`config.mk`:
```
export PLATFORM = sky130hd
export DESIGN_NAME = axi_lite_write_slave
export DESIGN_NICKNAME = d
export VERILOG_FILES = /design/src/rtl/axi_lite_write_slave.sv
export SDC_FILE = /design/constraint.sdc
export NUM_CORES = 1
export LEC_CHECK = 0
export CAP_MARGIN = 20
export CORE_ASPECT_RATIO = 0.8
export CORE_MARGIN = 5
export CORE_UTILIZATION = 45
export DETAILED_ROUTE_END_ITERATION = 7
export PLACE_DENSITY = 0.74
export SETUP_SLACK_MARGIN = 0.5
export SLEW_MARGIN = 20
export SYNTH_ARGS = -nofsm -noshare
export SYNTH_HDL_FRONTEND = slang
export SYNTH_SLANG_ARGS = --single-unit
```
`constraint.sdc`:
```
create_clock -name clock -period 3.25 [get_ports clock]
set_input_delay 0.325 -clock clock [delete_from_list [all_inputs] [get_ports clock]]
set_output_delay 0.325 -clock clock [all_outputs]
set_load 0.02 [all_outputs]
```
`src/rtl/axi_lite_write_slave.sv`:
```
// AXI-lite write-path slave: captures AW and W independently, decodes the word address
// against an NREGS-deep register window, issues one register write and returns B.
module axi_lite_write_slave #(
    parameter int unsigned ADDR_WIDTH = 32,
    parameter int unsigned DATA_WIDTH = 32,
    parameter int unsigned NREGS      = 16
) (
    input  logic                       clock,
    input  logic                       reset,
    input  logic                       awvalid,
    output logic                       awready,
    input  logic [ADDR_WIDTH-1:0]      awaddr,
    input  logic                       wvalid,
    output logic                       wready,
    input  logic [DATA_WIDTH-1:0]      wdata,
    input  logic [DATA_WIDTH/8-1:0]    wstrb,
    output logic                       bvalid,
    input  logic                       bready,
    output logic [1:0]                 bresp,
    output logic                       reg_wen,
    output logic [$clog2(NREGS)-1:0]   reg_windex,
    output logic [DATA_WIDTH-1:0]      reg_wdata,
    output logic [DATA_WIDTH/8-1:0]    reg_wstrb,
    input  logic                       reg_wready,
    input  logic                       reg_werr
);

    localparam int unsigned STRB_W = DATA_WIDTH / 8;
    localparam int unsigned LSB    = $clog2(STRB_W);
    localparam int unsigned IDX_W  = $clog2(NREGS);
    localparam logic [ADDR_WIDTH:0] WINDOW_BYTES = (ADDR_WIDTH+1)'(NREGS * STRB_W);
    localparam logic [1:0] RESP_OKAY   = 2'b00;
    localparam logic [1:0] RESP_SLVERR = 2'b10;

    typedef enum logic [1:0] {
        S_IDLE  = 2'd0,
        S_WRITE = 2'd1,
        S_RESP  = 2'd2
    } state_t;

    state_t                  state_q;
    logic                    awready_q, wready_q, bvalid_q, reg_wen_q;
    logic [1:0]              bresp_q;
    logic [IDX_W-1:0]        reg_windex_q;
    logic [DATA_WIDTH-1:0]   reg_wdata_q;
    logic [STRB_W-1:0]       reg_wstrb_q;
    logic                    aw_have_q, w_have_q;
    logic [ADDR_WIDTH-1:0]   addr_q;
    logic [DATA_WIDTH-1:0]   wdata_q;
    logic [STRB_W-1:0]       wstrb_q;

    logic                    aw_hs, w_hs;
    logic                    aw_have_d, w_have_d;
    logic [ADDR_WIDTH-1:0]   addr_d;
    logic [DATA_WIDTH-1:0]   wdata_d;
    logic [STRB_W-1:0]       wstrb_d;
    logic                    in_range;

    // Decode looks at this cycle's beat when it arrives, so a same-cycle AW+W
    // reaches WRITE/RESP one cycle after the handshake.
    always_comb begin
        aw_hs     = awvalid && awready_q;
        w_hs      = wvalid && wready_q;
        aw_have_d = aw_have_q || aw_hs;
        w_have_d  = w_have_q || w_hs;
        addr_d    = aw_hs ? awaddr : addr_q;
        wdata_d   = w_hs ? wdata : wdata_q;
        wstrb_d   = w_hs ? wstrb : wstrb_q;
        in_range  = {1'b0, addr_d} < WINDOW_BYTES;
    end

    always_ff @(posedge clock) begin
        if (reset) begin
            state_q      <= S_IDLE;
            awready_q    <= 1'b0;
            wready_q     <= 1'b0;
            bvalid_q     <= 1'b0;
            bresp_q      <= RESP_OKAY;
            reg_wen_q    <= 1'b0;
            reg_windex_q <= '0;
            reg_wdata_q  <= '0;
            reg_wstrb_q  <= '0;
            aw_have_q    <= 1'b0;
            w_have_q     <= 1'b0;
            addr_q       <= '0;
            wdata_q      <= '0;
            wstrb_q      <= '0;
        end else begin
            case (state_q)
                S_IDLE: begin
                    aw_have_q <= aw_have_d;
                    w_have_q  <= w_have_d;
                    addr_q    <= addr_d;
                    wdata_q   <= wdata_d;
                    wstrb_q   <= wstrb_d;
                    if (aw_have_d && w_have_d) begin
                        awready_q <= 1'b0;
                        wready_q  <= 1'b0;
                        if (in_range) begin
                            state_q      <= S_WRITE;
                            reg_wen_q    <= 1'b1;
                            reg_windex_q <= addr_d[LSB +: IDX_W];
                            reg_wdata_q  <= wdata_d;
                            reg_wstrb_q  <= wstrb_d;
                        end else begin
                            state_q  <= S_RESP;
                            bvalid_q <= 1'b1;
                            bresp_q  <= RESP_SLVERR;
                        end
                    end else begin
                        awready_q <= !aw_have_d;
                        wready_q  <= !w_have_d;
                    end
                end
                S_WRITE: begin
                    if (reg_wready) begin
                        state_q   <= S_RESP;
                        reg_wen_q <= 1'b0;
                        bvalid_q  <= 1'b1;
                        bresp_q   <= reg_werr ? RESP_SLVERR : RESP_OKAY;
                    end
                end
                S_RESP: begin
                    if (bready) begin
                        state_q   <= S_IDLE;
                        bvalid_q  <= 1'b0;
                        aw_have_q <= 1'b0;
                        w_have_q  <= 1'b0;
                        awready_q <= 1'b1;
                        wready_q  <= 1'b1;
                    end
                end
                default: state_q <= S_IDLE;
            endcase
        end
    end

    assign awready    = awready_q;
    assign wready     = wready_q;
    assign bvalid     = bvalid_q;
    assign bresp      = bresp_q;
    assign reg_wen    = reg_wen_q;
    assign reg_windex = reg_windex_q;
    assign reg_wdata  = reg_wdata_q;
    assign reg_wstrb  = reg_wstrb_q;

endmodule

```
==> results list <==
- The average instance in the mapped netlist occupies 8.23 µm².
- Relative area change from synthesis to final layout: 39.1%
- Post-CTS Hold Fix Bufs: 0
* Post-synthesis instance total: 604
* Max Clock Skew: 0.00860 ns
- The biggest area contributor in the post-synthesis netlist is sky130_fd_sc_hd__dfxtp_1.
- The analysis attributes to cell leakage a power of 0.00233 µW.
* Overall die area: 13,300 µm²
* Share of synthesized flip-flops with an asynchronous set or reset: 0%
* Post-route fraction of the period consumed by the critical path: 69.2%
* Clock-pin slew reported for the worst setup and hold paths after clock tree synthesis: 0.05 ns
* CTS-repair resized insts: 0
- Tmin final: 2.25 ns
- Once placement finished, the instance area stood at 6220 µm².
- The die is 104 µm tall.
- Final number of max-transition violations: 0
- The final layout contains routed wiring with a total length of 12.7 mm.
* Post-synth cell types: 34
* Setup repair after global routing missed its margin: false
- For the pin with the worst max-slew slack, the measured transition is 0.968 ns.
* Share of synthesized cell area in and, or, nand and nor gates: 26.0%
- Total nets after synthesis: 682
- Clock tree from TritonCTS: done
- WL/cell: 14.8 µm
* Max-cap viol count: 0
* Startpoint-to-endpoint class of the critical path: input pin to flip-flop
- Buffers inserted during clock tree synthesis total 17.
- Following the worst setup path forward leads to its endpoint at reg_wdata[7].
- IR Drop Worst-Case VDD: 0.412 mV
- Post-Route Setup TNS: 0 ns
- The later pin in the worst-skew pair is clocked with a latency of 0.40 ns.
- After detailed placement, the design holds a cell count of 829.
- The first detailed-routing pass took 4 iterations.
- In this run the tool buffered the top-level ports with 117 buffer cells.
* WP data required: 3.56 ns
- For this run, design rule violations remaining after detail routing come to 0.
* Largest fanout of any net on the critical path: 40
* Fraction of synthesized cell area taken by the top area cell type: 46.3%
- Buffers added to address setup during post-CTS repair amount to 0.
- After synthesis, the largest family of logic cells by area is simple AND/OR/NAND/NOR gates.
- Summing the areas of all xor and xnor instances in the mapped netlist gives 0% of the synthesized area.
- Complex-gate fraction of the synthesized area: 21.5%
- Achievable frequency: 444 MHz
- Yosys mapped a number of flops with a built-in enable equal to 0.
- Tracing the worst setup path back leads to its startpoint at awaddr[19].
* Maximum buffer depth of the clock tree: 2
- The first global-routing pass estimated 21.4 mm of wire.
- CTS HTree Levels: 4
* Total clock sinks: 115
- Diode insertion count for antenna repair: 0
- Placer's final routability congestion estimate: 0.823
- Cells with a size suffix above 1 make up 12.7% of the layout.
- Std cell rows: 34
- The most used flip-flop cell after synthesis is sky130_fd_sc_hd__dfxtp_1.
* Max-slew headroom at the worst pin: 35.5%
- Area of the mapped netlist: 4970 µm²
- Entering global routing, the biggest net connects 54 pins.
- Mux share of post-synthesis cell area: 0.201%
- Via-to-Cell Ratio: 5.23
- Counting flops and latches in the post-synthesis netlist gives 115.
* Final standard cell utilization of the core: 63.7%
* DIE WIDTH: 127 µm
- Final-stage net count: 782
* Number of top-level pins: 121
* Count of vias placed by the detailed router: 4,507
- Initial antenna violation count: 0
- In this run, the number of DRC markers left after iteration 0 of detailed routing was 310.
- Worst min-delay path class: input pin to flip-flop
- R2r endpoint: addr_q[11]
* Final non-filler cell area: 6910 µm²
- Number of cells traversed by the worst register-to-register path: 5
* Adder and majority cell fraction of the synthesized area: 0.755%
* Filler-free cell count of the finished design: 861
* Arrival time at the worst endpoint: 2.56 ns
- Sequential cells were found to cover 46.3% of the synthesized design area.
* Status: finished, final reports clean
* GRT overflow: 0
- The wire-length estimate of the detail-placed layout is 8.74 mm.
- Area inside the core boundary: 10,800 µm²
- The worst register-to-register path begins at state_q[0].
* Type of element capturing the critical path: flip-flop
- Number of hold violations in the final report: 0
* Overall global routing resource usage: 19.6%
- CTS Root Buffer Type: sky130_fd_sc_hd__clkbuf_16
- Startpoint Class: input pin
- Vias in the first global route: 4,401
* Minimum setup slack among reg-to-reg paths: 1.07 ns
- Cell types occupying the most area after synthesis: sky130_fd_sc_hd__dfxtp_1, sky130_fd_sc_hd__nand2_1, sky130_fd_sc_hd__a311oi_2
- In this run the remaining antenna-violating nets after routing total 0.
* Setup violation total in the final timing report: 0
* Initial core utilization: 45.8%
- Power density cells: 728 nW/µm²
- Yosys synthesis warning count: 0
-- through the flow --
step	hold slack, ns	worst slack (ns)	total power, µW
6_report	0.424	1.00	5030
5_1_grt	0.458	0.745	5280
4_1_cts	0.409	1.01	5060
3_5_place_dp	0.447	0.623	2910
3_3_place_gp	0.442	0.669	2870
2_1_floorplan	0.436	1.33	2490
-- state kept, by name (all words and copies together) (netlist names), 2 cells and up --
signal / cells
wdata_q: 32
reg_wstrb: 4
reg_windex: 4
state_q: 2
reg_wdata: 32
wstrb_q: 4
addr_q: 30
-- kinds of logic after synthesis --
family          after synthesis
compound gates              126
other cells                   1
mux                           1
simple gates                304
buf+inv                      54
flops                       115
fa+ha+maj                     3
-- Yosys cell counts, types with 3 or more instances --
| library cell | count |
|---|---|
| sky130_fd_sc_hd__a311oi_2 | 40 |
| sky130_fd_sc_hd__inv_1 | 5 |
| sky130_fd_sc_hd__dfxtp_1 | 115 |
| sky130_fd_sc_hd__nand2_1 | 183 |
| sky130_fd_sc_hd__nand3_1 | 40 |
| sky130_fd_sc_hd__buf_4 | 6 |
| sky130_fd_sc_hd__and3_1 | 3 |
| sky130_fd_sc_hd__buf_6 | 4 |
| sky130_fd_sc_hd__nor2_1 | 50 |
| sky130_fd_sc_hd__nand2b_1 | 4 |
| sky130_fd_sc_hd__nor3_1 | 3 |
| sky130_fd_sc_hd__clkbuf_1 | 39 |
| sky130_fd_sc_hd__a21oi_1 | 73 |
| sky130_fd_sc_hd__and2_1 | 3 |
| sky130_fd_sc_hd__ha_1 | 3 |
| sky130_fd_sc_hd__nor4_1 | 10 |
-- critical path: stages --
cell	delay [ns]
sky130_fd_sc_hd__clkdlybuf4s50_1	0.46
sky130_fd_sc_hd__nor4_1	0.38
sky130_fd_sc_hd__nand3_1	0.18
sky130_fd_sc_hd__nor3_4	0.32
sky130_fd_sc_hd__o2111a_4	0.31
sky130_fd_sc_hd__buf_12	0.23
sky130_fd_sc_hd__nor2_1	0.09
sky130_fd_sc_hd__a311oi_2	0.25
-- cell type report --
| cell class | count | area, µm² |
|---|---|---|
| clock buffers | 22 | 484 |
| inverters | 5 | 18.8 |
| clock inverters | 10 | 200 |
| fillers | 919 | 3940 |
| flip-flops and latches | 115 | 2300 |
| repair buffers | 130 | 1300 |
| well taps | 144 | 180 |
| multi-input cells | 435 | 2420 |
-- per-layer routing --
metal / vias to the layer above / wire length, µm / track usage (%)
met5: - / 0 / 0
met1: 2105 / 5640 / 25.1
met4: 0 / 137 / 7.04
met2: 102 / 6390 / 32.0
li1: 2286 / - / -
met3: 14 / 570 / 4.83
-- how the worst min path moves through the flow --
| stage | start | end | slack, ns | cells after the start |
|---|---|---|---|---|
| finish | reset | awready | 0.42 | 2 |
| global route | reset | wdata_q[15] | 0.46 | 2 |
| CTS | reset | wready | 0.41 | 2 |
| detailed placement | wdata_q[30] | wdata_q[30] | 0.45 | 2 |
| global placement | wdata_q[16] | wdata_q[16] | 0.44 | 2 |
| floorplan | addr_q[19] | addr_q[19] | 0.44 | 2 |
-- power by group --
part	leakage (µW)	internal, µW	switching [µW]	total [µW]
combinational	0.00106	465	731	1200
sequential	0.000933	1590	113	1700
clock	0.000340	1510	621	2130
-- cells in the final DEF (no fill, tap or decap), types with 2 or more instances in the layout --
cell type,Yosys,layout
sky130_fd_sc_hd__clkdlybuf4s50_1,0,116
sky130_fd_sc_hd__o2111ai_1,2,2
sky130_fd_sc_hd__o22ai_1,2,2
sky130_fd_sc_hd__a21oi_1,73,73
sky130_fd_sc_hd__ha_1,3,3
sky130_fd_sc_hd__buf_12,0,3
sky130_fd_sc_hd__inv_1,5,5
sky130_fd_sc_hd__nand2b_1,4,4
sky130_fd_sc_hd__nand4_1,2,2
sky130_fd_sc_hd__nor2_1,50,50
sky130_fd_sc_hd__nand2_1,183,183
sky130_fd_sc_hd__clkinv_2,0,4
sky130_fd_sc_hd__clkbuf_8,0,4
sky130_fd_sc_hd__or4_4,2,2
sky130_fd_sc_hd__and3_1,3,3
sky130_fd_sc_hd__buf_4,6,11
sky130_fd_sc_hd__clkbuf_16,0,17
sky130_fd_sc_hd__a311oi_2,40,40
sky130_fd_sc_hd__bufinv_16,0,6
sky130_fd_sc_hd__nor4_1,10,10
sky130_fd_sc_hd__dfxtp_1,115,115
sky130_fd_sc_hd__o21ai_0,2,2
sky130_fd_sc_hd__nand3_1,40,40
sky130_fd_sc_hd__and2_1,3,3
sky130_fd_sc_hd__nor3_1,3,3
Note: power is estimated with default switching activity, not from simulation.
